File: config.mk
export PLATFORM = sky130hd
export DESIGN_NAME = tl_line_mst_flat
export DESIGN_NICKNAME = d
export VERILOG_FILES = /design/src/rtl/tl_line_mst_if.sv /design/src/rtl/tl_line_mst.sv /design/src/flat_wrapper.sv
export SDC_FILE = /design/constraint.sdc
export NUM_CORES = 1
export LEC_CHECK = 0
export ABC_CLOCK_PERIOD_IN_PS = 2100
export CAP_MARGIN = 20
export CORE_AREA = 5 5 248 250
export CTS_BUF_LIST = sky130_fd_sc_hd__clkbuf_16
export CTS_CLUSTER_SIZE = 14
export DETAILED_ROUTE_END_ITERATION = 8
export DIE_AREA = 0 0 253 255
export SLEW_MARGIN = 40
export SYNTH_ARGS = -nofsm -noshare
export SYNTH_HDL_FRONTEND = slang
export SYNTH_SLANG_ARGS = --single-unit
File: constraint.sdc
create_clock -name clk -period 2.1 [get_ports clk]
set_input_delay 0.42 -clock clk [delete_from_list [all_inputs] [get_ports clk]]
set_output_delay 0.42 -clock clk [all_outputs]
set_load 0.1 [all_outputs]
File: src/rtl/tl_line_mst_if.sv
// rtl/tl_line_mst_if.sv - request/response and TileLink A/D bundle for tl_line_mst
// master is the line master's view; slave is the requester plus memory slave side.
interface tl_line_mst_if;
   logic         req_valid;
   logic         req_ready;
   logic         req_wr;
   logic [31:0]  req_addr;
   logic [7:0]   req_size;
   logic [127:0] wr_data;
   logic         wr_data_valid;
   logic         wr_data_ready;
   logic [127:0] rd_data;
   logic         rd_data_valid;
   logic         rd_data_ready;
   logic         rsp_valid;
   logic         rsp_err;
   logic [2:0]   a_opcode;
   logic [2:0]   a_param;
   logic [7:0]   a_size;
   logic [2:0]   a_source;
   logic [31:0]  a_address;
   logic [15:0]  a_mask;
   logic [127:0] a_data;
   logic         a_corrupt;
   logic         a_valid;
   logic         a_ready;
   logic [2:0]   d_opcode;
   logic [1:0]   d_param;
   logic [7:0]   d_size;
   logic [2:0]   d_source;
   logic [2:0]   d_sink;
   logic         d_denied;
   logic [127:0] d_data;
   logic         d_corrupt;
   logic         d_valid;
   logic         d_ready;

   modport master (
      input  req_valid, req_wr, req_addr, req_size, wr_data, wr_data_valid, rd_data_ready,
      input  a_ready, d_opcode, d_param, d_size, d_source, d_sink, d_denied, d_data,
      input  d_corrupt, d_valid,
      output req_ready, wr_data_ready, rd_data, rd_data_valid, rsp_valid, rsp_err,
      output a_opcode, a_param, a_size, a_source, a_address, a_mask, a_data, a_corrupt,
      output a_valid, d_ready
   );

   modport slave (
      output req_valid, req_wr, req_addr, req_size, wr_data, wr_data_valid, rd_data_ready,
      output a_ready, d_opcode, d_param, d_size, d_source, d_sink, d_denied, d_data,
      output d_corrupt, d_valid,
      input  req_ready, wr_data_ready, rd_data, rd_data_valid, rsp_valid, rsp_err,
      input  a_opcode, a_param, a_size, a_source, a_address, a_mask, a_data, a_corrupt,
      input  a_valid, d_ready
   );
endinterface

File: src/rtl/tl_line_mst.sv
// rtl/tl_line_mst.sv - TileLink-UH cache-line master (PutFullData burst / Get)
// Bus outputs decode straight from state so they reach the slave in the same cycle.
module tl_line_mst #(
   parameter int SOURCE_ID = 0,
   parameter int MAX_SIZE  = 8
) (
   input  logic          clk,
   input  logic          rst,
   tl_line_mst_if.master bus
);

   typedef enum logic [1:0] {IDLE, A_SEND, D_WAIT, DONE} state_t;

   state_t       r_state;
   logic         r_wr;
   logic [31:0]  r_addr;
   logic [7:0]   r_size;
   logic [4:0]   r_remain;
   logic         r_err;

   logic [7:0]   w_shift;
   logic [4:0]   w_beats;
   logic         w_bad;
   logic         w_a_fire;
   logic         w_d_fire;
   logic         w_d_err;
   logic         w_unused;

   // Shift is only meaningful for legal sizes; illegal ones never use the count.
   assign w_shift  = bus.req_size - 8'd4;
   assign w_beats  = 5'd1 << w_shift[2:0];
   assign w_bad    = (bus.req_size < 8'd4) || (bus.req_size > 8'(MAX_SIZE));
   assign w_a_fire = bus.a_valid & bus.a_ready;
   assign w_d_fire = bus.d_valid & bus.d_ready;
   assign w_d_err  = bus.d_denied | bus.d_corrupt | (bus.d_opcode != (r_wr ? 3'd0 : 3'd1));
   assign w_unused = ^{bus.d_param, bus.d_size, bus.d_source, bus.d_sink, w_shift[7:3]};

   always_ff @(posedge clk or posedge rst) begin
      if (rst) begin
         r_state  <= IDLE;
         r_wr     <= 1'b0;
         r_addr   <= 32'd0;
         r_size   <= 8'd0;
         r_remain <= 5'd0;
         r_err    <= 1'b0;
      end else begin
         case (r_state)
            IDLE: begin
               if (bus.req_valid) begin
                  r_wr     <= bus.req_wr;
                  r_addr   <= bus.req_addr;
                  r_size   <= bus.req_size;
                  r_remain <= w_beats - 5'd1;
                  r_err    <= w_bad;
                  r_state  <= w_bad ? DONE : A_SEND;
               end
            end
            A_SEND: begin
               if (w_a_fire) begin
                  if (!r_wr || r_remain == 5'd0) r_state <= D_WAIT;
                  else                           r_remain <= r_remain - 5'd1;
               end
            end
            D_WAIT: begin
               if (w_d_fire) begin
                  r_err <= r_err | w_d_err;
                  // A write completes on its single ack; a read on its last data beat.
                  if (r_wr || r_remain == 5'd0) r_state <= DONE;
                  else                          r_remain <= r_remain - 5'd1;
               end
            end
            DONE:    r_state <= IDLE;
            default: r_state <= IDLE;
         endcase
      end
   end

   assign bus.req_ready     = (r_state == IDLE);
   assign bus.a_valid       = (r_state == A_SEND) & (r_wr ? bus.wr_data_valid : 1'b1);
   assign bus.wr_data_ready = (r_state == A_SEND) & r_wr & bus.a_ready;
   assign bus.a_opcode      = r_wr ? 3'd0 : 3'd4;
   assign bus.a_param       = 3'd0;
   assign bus.a_size        = r_size;
   assign bus.a_source      = 3'(SOURCE_ID);
   assign bus.a_address     = r_addr;
   assign bus.a_mask        = 16'hFFFF;
   assign bus.a_data        = bus.wr_data;
   assign bus.a_corrupt     = 1'b0;
   assign bus.d_ready       = (r_state == D_WAIT) & (r_wr ? 1'b1 : bus.rd_data_ready);
   assign bus.rd_data_valid = (r_state == D_WAIT) & ~r_wr & bus.d_valid;
   assign bus.rd_data       = bus.d_data;
   assign bus.rsp_valid     = (r_state == DONE);
   assign bus.rsp_err       = (r_state == DONE) & r_err;

endmodule

File: src/flat_wrapper.sv
// flat-port wrapper written by rule: the top's interface ports become plain ports
module tl_line_mst_flat 
#(
   parameter int SOURCE_ID = 0,
   parameter int MAX_SIZE  = 8
)
  (clk, rst, bus_req_valid, bus_req_wr, bus_req_addr, bus_req_size, bus_wr_data, bus_wr_data_valid, bus_rd_data_ready, bus_a_ready, bus_d_opcode, bus_d_param, bus_d_size, bus_d_source, bus_d_sink, bus_d_denied, bus_d_data, bus_d_corrupt, bus_d_valid, bus_req_ready, bus_wr_data_ready, bus_rd_data, bus_rd_data_valid, bus_rsp_valid, bus_rsp_err, bus_a_opcode, bus_a_param, bus_a_size, bus_a_source, bus_a_address, bus_a_mask, bus_a_data, bus_a_corrupt, bus_a_valid, bus_d_ready);
  tl_line_mst_if bus_i ();
  input  logic clk;
  input  logic rst;
  input wire logic [$bits(bus_i.req_valid)-1:0] bus_req_valid;
  input wire logic [$bits(bus_i.req_wr)-1:0] bus_req_wr;
  input wire logic [$bits(bus_i.req_addr)-1:0] bus_req_addr;
  input wire logic [$bits(bus_i.req_size)-1:0] bus_req_size;
  input wire logic [$bits(bus_i.wr_data)-1:0] bus_wr_data;
  input wire logic [$bits(bus_i.wr_data_valid)-1:0] bus_wr_data_valid;
  input wire logic [$bits(bus_i.rd_data_ready)-1:0] bus_rd_data_ready;
  input wire logic [$bits(bus_i.a_ready)-1:0] bus_a_ready;
  input wire logic [$bits(bus_i.d_opcode)-1:0] bus_d_opcode;
  input wire logic [$bits(bus_i.d_param)-1:0] bus_d_param;
  input wire logic [$bits(bus_i.d_size)-1:0] bus_d_size;
  input wire logic [$bits(bus_i.d_source)-1:0] bus_d_source;
  input wire logic [$bits(bus_i.d_sink)-1:0] bus_d_sink;
  input wire logic [$bits(bus_i.d_denied)-1:0] bus_d_denied;
  input wire logic [$bits(bus_i.d_data)-1:0] bus_d_data;
  input wire logic [$bits(bus_i.d_corrupt)-1:0] bus_d_corrupt;
  input wire logic [$bits(bus_i.d_valid)-1:0] bus_d_valid;
  output wire logic [$bits(bus_i.req_ready)-1:0] bus_req_ready;
  output wire logic [$bits(bus_i.wr_data_ready)-1:0] bus_wr_data_ready;
  output wire logic [$bits(bus_i.rd_data)-1:0] bus_rd_data;
  output wire logic [$bits(bus_i.rd_data_valid)-1:0] bus_rd_data_valid;
  output wire logic [$bits(bus_i.rsp_valid)-1:0] bus_rsp_valid;
  output wire logic [$bits(bus_i.rsp_err)-1:0] bus_rsp_err;
  output wire logic [$bits(bus_i.a_opcode)-1:0] bus_a_opcode;
  output wire logic [$bits(bus_i.a_param)-1:0] bus_a_param;
  output wire logic [$bits(bus_i.a_size)-1:0] bus_a_size;
  output wire logic [$bits(bus_i.a_source)-1:0] bus_a_source;
  output wire logic [$bits(bus_i.a_address)-1:0] bus_a_address;
  output wire logic [$bits(bus_i.a_mask)-1:0] bus_a_mask;
  output wire logic [$bits(bus_i.a_data)-1:0] bus_a_data;
  output wire logic [$bits(bus_i.a_corrupt)-1:0] bus_a_corrupt;
  output wire logic [$bits(bus_i.a_valid)-1:0] bus_a_valid;
  output wire logic [$bits(bus_i.d_ready)-1:0] bus_d_ready;
  assign bus_i.req_valid = bus_req_valid;
  assign bus_i.req_wr = bus_req_wr;
  assign bus_i.req_addr = bus_req_addr;
  assign bus_i.req_size = bus_req_size;
  assign bus_i.wr_data = bus_wr_data;
  assign bus_i.wr_data_valid = bus_wr_data_valid;
  assign bus_i.rd_data_ready = bus_rd_data_ready;
  assign bus_i.a_ready = bus_a_ready;
  assign bus_i.d_opcode = bus_d_opcode;
  assign bus_i.d_param = bus_d_param;
  assign bus_i.d_size = bus_d_size;
  assign bus_i.d_source = bus_d_source;
  assign bus_i.d_sink = bus_d_sink;
  assign bus_i.d_denied = bus_d_denied;
  assign bus_i.d_data = bus_d_data;
  assign bus_i.d_corrupt = bus_d_corrupt;
  assign bus_i.d_valid = bus_d_valid;
  assign bus_req_ready = bus_i.req_ready;
  assign bus_wr_data_ready = bus_i.wr_data_ready;
  assign bus_rd_data = bus_i.rd_data;
  assign bus_rd_data_valid = bus_i.rd_data_valid;
  assign bus_rsp_valid = bus_i.rsp_valid;
  assign bus_rsp_err = bus_i.rsp_err;
  assign bus_a_opcode = bus_i.a_opcode;
  assign bus_a_param = bus_i.a_param;
  assign bus_a_size = bus_i.a_size;
  assign bus_a_source = bus_i.a_source;
  assign bus_a_address = bus_i.a_address;
  assign bus_a_mask = bus_i.a_mask;
  assign bus_a_data = bus_i.a_data;
  assign bus_a_corrupt = bus_i.a_corrupt;
  assign bus_a_valid = bus_i.a_valid;
  assign bus_d_ready = bus_i.d_ready;
  tl_line_mst #(.SOURCE_ID(SOURCE_ID), .MAX_SIZE(MAX_SIZE)) u_core (.clk(clk), .rst(rst), .bus(bus_i));
endmodule
After elaboration in Yosys (flattened, before gate mapping) --
Index checks and enable logic that the tools add are counted.
Operators by class: $add $sub $neg 3, $lt $le $gt $ge 2, equal/unequal tests 11, shift-type cells 1, mux-type cells 20, bitwise gates (word level) 13, reduce and logical (&&, ||, !) cells 12
Operator list (number):
- 5-bit 2-to-1 mux | 5
- 5-bit case mux with 3 select lines | 1
- 2-bit 2-to-1 mux | 6
- 5-bit by 1-bit subtractor with 5-bit output (second input constant) | 2
- 1-bit AND | 9
- 8-bit by 4-bit > comparator with 1-bit output (second input constant) | 1
- 8-bit by 3-bit less-than comparator with 1-bit output (second input constant) | 1
- 2-bit by 1-bit inequality test with 1-bit output (second input constant) | 4
- 2-bit case mux with 4 select lines | 1
- 2-bit inequality test (second input constant) | 3
- 6-bit AND reduction | 1
- 5-bit zero test | 1
- 1-bit 2-to-1 mux | 5
- 5-bit AND reduction | 1
- 1-bit by 3-bit left shift with 5-bit output (first input constant) | 1
- 2-bit equality test (second input constant) | 2
- 1-bit logical OR | 3
- 3-bit 2-to-1 mux | 1
- 3-bit inequality test | 1
- 1-bit OR | 3
- 3-bit AND reduction | 1
- 3-bit nonzero test | 1
- 3-bit subtractor (second input constant) | 1
- 2-bit by 1-bit equality test with 1-bit output (second input constant) | 1
- other kinds (6) | 6
Word-level totals: register bits 49, word-level logic and storage cells 68

Depth between registers and ports, before layout --
depth after elaboration 6, mapped depth 10

Worst setup path before layout --
Ideal clock, no wire load.
kind reg2out, start point register u_core.r_state[0], end point output port bus_rd_data_valid, data arrival time 2139 ps, setup slack -459 ps, cell stages (with the launch flop) 5, buffers on the path 0, path through dfrtp_1 inv_1 ha_1 nand2_1 nor2_1
Between the ends: longest elaborated chain between the ends 3
RTL lines:
- start, declared | RTL line tl_line_mst.sv:14 | state_t r_state;
- start signal, assigned | RTL line tl_line_mst.sv:55 | r_state <= w_bad ? DONE : A_SEND;
- 2-bit equality test | RTL line tl_line_mst.sv:90 | assign bus.rd_data_valid = (r_state == D_WAIT) & ~r_wr & bus.d_valid;
- 1-bit AND (2 in series) | RTL line tl_line_mst.sv:90
- end, declared | RTL line flat_wrapper.sv:31 | output wire logic [$bits(bus_i.rd_data_valid)-1:0] bus_rd_data_valid;
No other way between the ends.

Final worst setup path --
start point register u_core.r_state[0], end point register u_core.r_remain[4]
Between the ends: longest elaborated chain between the ends 5
RTL lines:
- 2-bit by 1-bit equality test with 1-bit output / 2-bit equality test (equally long branches) | RTL line tl_line_mst.sv:47, tl_line_mst.sv:79, tl_line_mst.sv:89
- 1-bit AND (on tied branches) | RTL line tl_line_mst.sv:79, tl_line_mst.sv:89
- 1-bit AND (on tied branches) | RTL line tl_line_mst.sv:33, tl_line_mst.sv:34
- 2-bit by 1-bit inequality test with 1-bit output (no line)
- 6-bit AND reduction (no line)
- end signal, assigned | RTL line tl_line_mst.sv:53 | r_remain <= w_beats - 5'd1;
- end signal, assigned | RTL line tl_line_mst.sv:61 | else r_remain <= r_remain - 5'd1;
- end signal, assigned | RTL line tl_line_mst.sv:69 | else r_remain <= r_remain - 5'd1;
- end, declared | RTL line tl_line_mst.sv:18 | logic [4:0] r_remain;
Several ways; a longest one is shown, not always the timed one. A chain may end at the register's enable or synchronous reset.

==> summary.txt <==
Placed design
  – Port Buffers: 100
  – Routability cong.: 0.679
  – Post-DP Area: about 0.0046 mm^2
  – Placed Cells: 1096
  – Post-DP HPWL: between 20000 and 25000 um

Timing
  – Final hold viol count: 0
  – Max Clk Rate: between 0.4 and 0.5 GHz
  – Clock period minus worst slack: 2010 ps
  – Slew HR: 0.648
  – Setup TNS: 0 ps
  – Slew of the pin with the lowest slew margin: 527 ps
  – Crit share post-route: 0.957
  – # setup viols final: 0
  – Final Max Slew Viols: 0
  – Setup Skew: 8.88 ps

Critical path
  – Cells along the critical path: inv_2 -> buf_4 -> ha_4 -> nor4b_2 -> a21oi_2 -> ha_2 -> o211ai_1 -> nand2_1 -> a21oi_2 -> nor3_2
  – Crit Path Max Fanout: 5
  – Reg2reg path depth: 10
  – RR Endpoint: u_core.r_remain[4]$_DFFE_PP0P_
  – Crit path buf inv count: 2
  – WP data arrival: 2210 ps
  – Top delay family on crit path: adder cells
  – CP startpoint kind: register
  – Reg-to-reg setup timing slack: 90 ps
  – CP peak stage delay: 390 ps
  – WP depth: 10
  – Most frequent CP cell: a21oi_2
  – CP Capture Type: register
  – Reg2reg start: u_core.r_state[0]$_DFFE_PP0P_
  – Req. time, crit path: 2300 ps
  – Worst path slowest cell: dfrtp_1
  – Worst Setup Path Type: register to register

Synth
  – Warnings from Yosys: 0
  – Area fraction in compound gates after synthesis: 0.0392
  – Yosys cell types: 39
  – Xor and xnor area share after synthesis: 0.00395
  – Largest family of logic cells by synthesized area: buffers and inverters
  – Post-Syn Area: about 0.0044 mm^2
  – Multiplexer area fraction after synthesis: 0.116
  – Syn Area/Cell: around 9.6 um^2
  – Adder-cell area share of the yosys netlist: 0.0197
  – Synth Area in Simple Gates: 0.0530
  – Yosys reg bits: 49
  – Sequential area share after synthesis: 0.276
  – Synth Instances: 463

Clock network
  – Worst-Skew Late Latency: 320 ps
  – Clock buffer depth: 2
  – Root Driver: clkbuf_16
  – Hold_buf cts: 0
  – Clk sinks: just under 50
  – CTS tree: built
  – Clock transition time at the flip-flop clock pins of the worst setup and hold paths: 80 ps
  – Htree depth: 2
  – CTS Buf Count: 5

Power and ir drop
  – LEAKAGE: 1.80 nW
  – Sequential power share: 0.178
  – Clk pwr share: 0.103
  – Sw Share: 0.588
  – VDD IR max: roughly 1.3 mV
  – Comb pwr share: 0.719
  – Psw: a little under 0.006 W
  – P per Cell Area: 2060 mW/mm^2
  – Power Internal: 0.00414 W

Global route
  – Vias in the first global route: 2593
  – Largest net degree at the start of global routing: 29
  – First-pass GRT wire length: 27600 um
  – Global route overflow: 0
  – GRT Total Usage: 0.0678
  – Initial antenna violation count: 0

Final layout
  – Share of cells above drive strength 1: 0.470
  – Post-route non-filler standard cell count: ~1.1k
  – Most frequent cells in the layout: 60 x buf_4, 52 x clkdlybuf4s50_1, 48 x dfrtp_1
  – Design area: 0.00488 mm^2
  – Nets: ~670
  – Layout area overhead: 9.87%
  – # diodes: 0
  – Commonest non-fill, non-tap cell in the layout: buf_4

Routing
  – Via count: between 2k and 2.5k
  – First drt pass iteration count: 4
  – Post-Route WL: 23600 um
  – Uppermost layer routed: met4
  – Routed wl met3: 6960 um
  – Iter 0 DRT Violations: 35
  – DRC Markers: 0
  – DR WL met2: between 10000 and 15000 um
  – WL/cell: roughly 21 um
  – Number of routed nets with antenna violations: 0
  – WL met1: approximately 4800 um
  – Via density: 2.18

Die
  – Die Wd: 253 um
  – Die span in y: roughly 260 um
  – Initial Util: 0.0755
  – IO Count: ~650
  – Full die area: about 0.065 mm^2
  – Rows: 89
  – Floorplan core area: 0.0588 mm^2

Outcome
  – Outcome: complete, no violations

Flow run
  – MaxCap Viol Count: 0

Worst hold path
  – Hold Path Class: primary input to asynchronous set/reset pin
## worst reg2reg max path, cell delays in order (launching register included)
cell and delay [ps]:
dfrtp_1 390, inv_2 70, buf_4 140, ha_4 250
nor4b_2 290, a21oi_2 70, ha_2 230, o211ai_1 140
nand2_1 110, a21oi_2 150, nor3_2 50
## sequential cells by signal, summed over array words and instances, names as in the netlist
register,cells
u_core.r_remain,5
u_core.bus.a_size,8
u_core.r_state,2
u_core.r_wr,1
u_core.r_err,1
u_core.bus.a_address,32
## power groups by stage
stage	sequential [W]	clock (W)	combinational [W]
floorplan	0.00458	0	0.00457
global placement	0.00178	0	0.00719
detailed placement	0.00180	0	0.00726
CTS	0.00180	0.00111	0.00730
global route	0.00187	0.00114	0.00761
finish	0.00179	0.00104	0.00722
## area by class of cell
cell class,count,area [um^2]
clock buffers,5,125
fillers,6855,53900
clock inverters,3,50.0
flip-flops and latches,49,1230
inverters,8,30.0
well taps,773,967
repair buffers,128,1290
multi-input cells,141,1180
## logic make-up (layout without fill, tap and decap cells)
logic type	after synthesis	after routing
AO/OA/AOI/OAI	21	21
multiplexers	46	46
buffers and inverters	296	144
other	2	25
adder cells (fa/ha/maj)	7	7
AND/OR/NAND/NOR	40	40
flip-flops	49	49
XOR/XNOR	2	2
## synth_stat cells
cell / count / area [um^2]
buf_4: 282 / 2120
dfrtp_1: 49 / 1230
mux2_2: 42 / 473
nor2_1: 10 / 37.5
nand2_1: 9 / 33.8
inv_1: 8 / 30.0
ha_1: 7 / 87.6
a21oi_1: 5 / 25.0
buf_1: 4 / 15.0
mux2i_1: 4 / 40.0
nor3_2: 4 / 40.0
and2_1: 3 / 18.8
nand3_1: 3 / 15.0
o21ai_0: 3 / 15.0
a21oi_2: 2 / 17.5
conb_1: 2 / 7.51
nor2b_1: 2 / 12.5
o211ai_1: 2 / 15.0
o221a_1: 2 / 22.5
a2111oi_2: 1 / 15.0
a2111oi_4: 1 / 27.5
a211oi_1: 1 / 7.51
a31oi_1: 1 / 6.26
a41oi_1: 1 / 8.76
and3_2: 1 / 7.51
and4_1: 1 / 8.76
buf_6: 1 / 11.3
clkbuf_1: 1 / 3.75
nand4_1: 1 / 6.26
nor2b_2: 1 / 8.76
nor2b_4: 1 / 13.8
nor4_1: 1 / 6.26
nor4b_1: 1 / 8.76
nor4bb_1: 1 / 10.0
o21ai_1: 1 / 5.00
o21ai_2: 1 / 8.76
or4_1: 1 / 7.51
xnor2_1: 1 / 8.76
xor2_1: 1 / 8.76
## worst max path at each step
| stage | from | to |
|---|---|---|
| global route | u_core.r_state[0]$_DFFE_PP0P_ | u_core.r_remain[4]$_DFFE_PP0P_ |
| CTS | u_core.r_state[1]$_DFFE_PP0P_ | bus_a_valid |
| finish | u_core.r_state[0]$_DFFE_PP0P_ | u_core.r_remain[4]$_DFFE_PP0P_ |
| global placement | bus_req_size[2] | u_core.r_remain[4]$_DFFE_PP0P_ |
| detailed placement | bus_req_size[2] | u_core.r_remain[4]$_DFFE_PP0P_ |
| floorplan | u_core.r_state[0]$_DFFE_PP0P_ | bus_rd_data_valid |
## per-layer routing
metal,up-vias,global-route usage
li1,923,-
met1,1027,0.0400
met2,360,0.103
met3,98,0.0954
met4,0,0.0390
met5,-,0
## stage by stage
step | util | setup WS, ps | hold slack (ps) | power [W]
2_1_floorplan | - | -59.8 | 489 | 0.00915
3_3_place_gp | 0.0789 | -87.2 | 490 | 0.00896
3_5_place_dp | 0.0789 | -85.4 | 495 | 0.00905
4_1_cts | 0.0823 | 33.2 | 471 | 0.0102
5_1_grt | 0.0829 | -20.1 | 512 | 0.0106
6_report | 0.0829 | 90.7 | 462 | 0.0101
## repair_timing
action | CTS | global route
pin swaps | 0 | 2
gates resized for setup | 5 | 7
endpoints found under the setup margin | 4 | 6
setup buffers | 2 | 1
No activity file was read; power rests on OpenSTA's default activity.
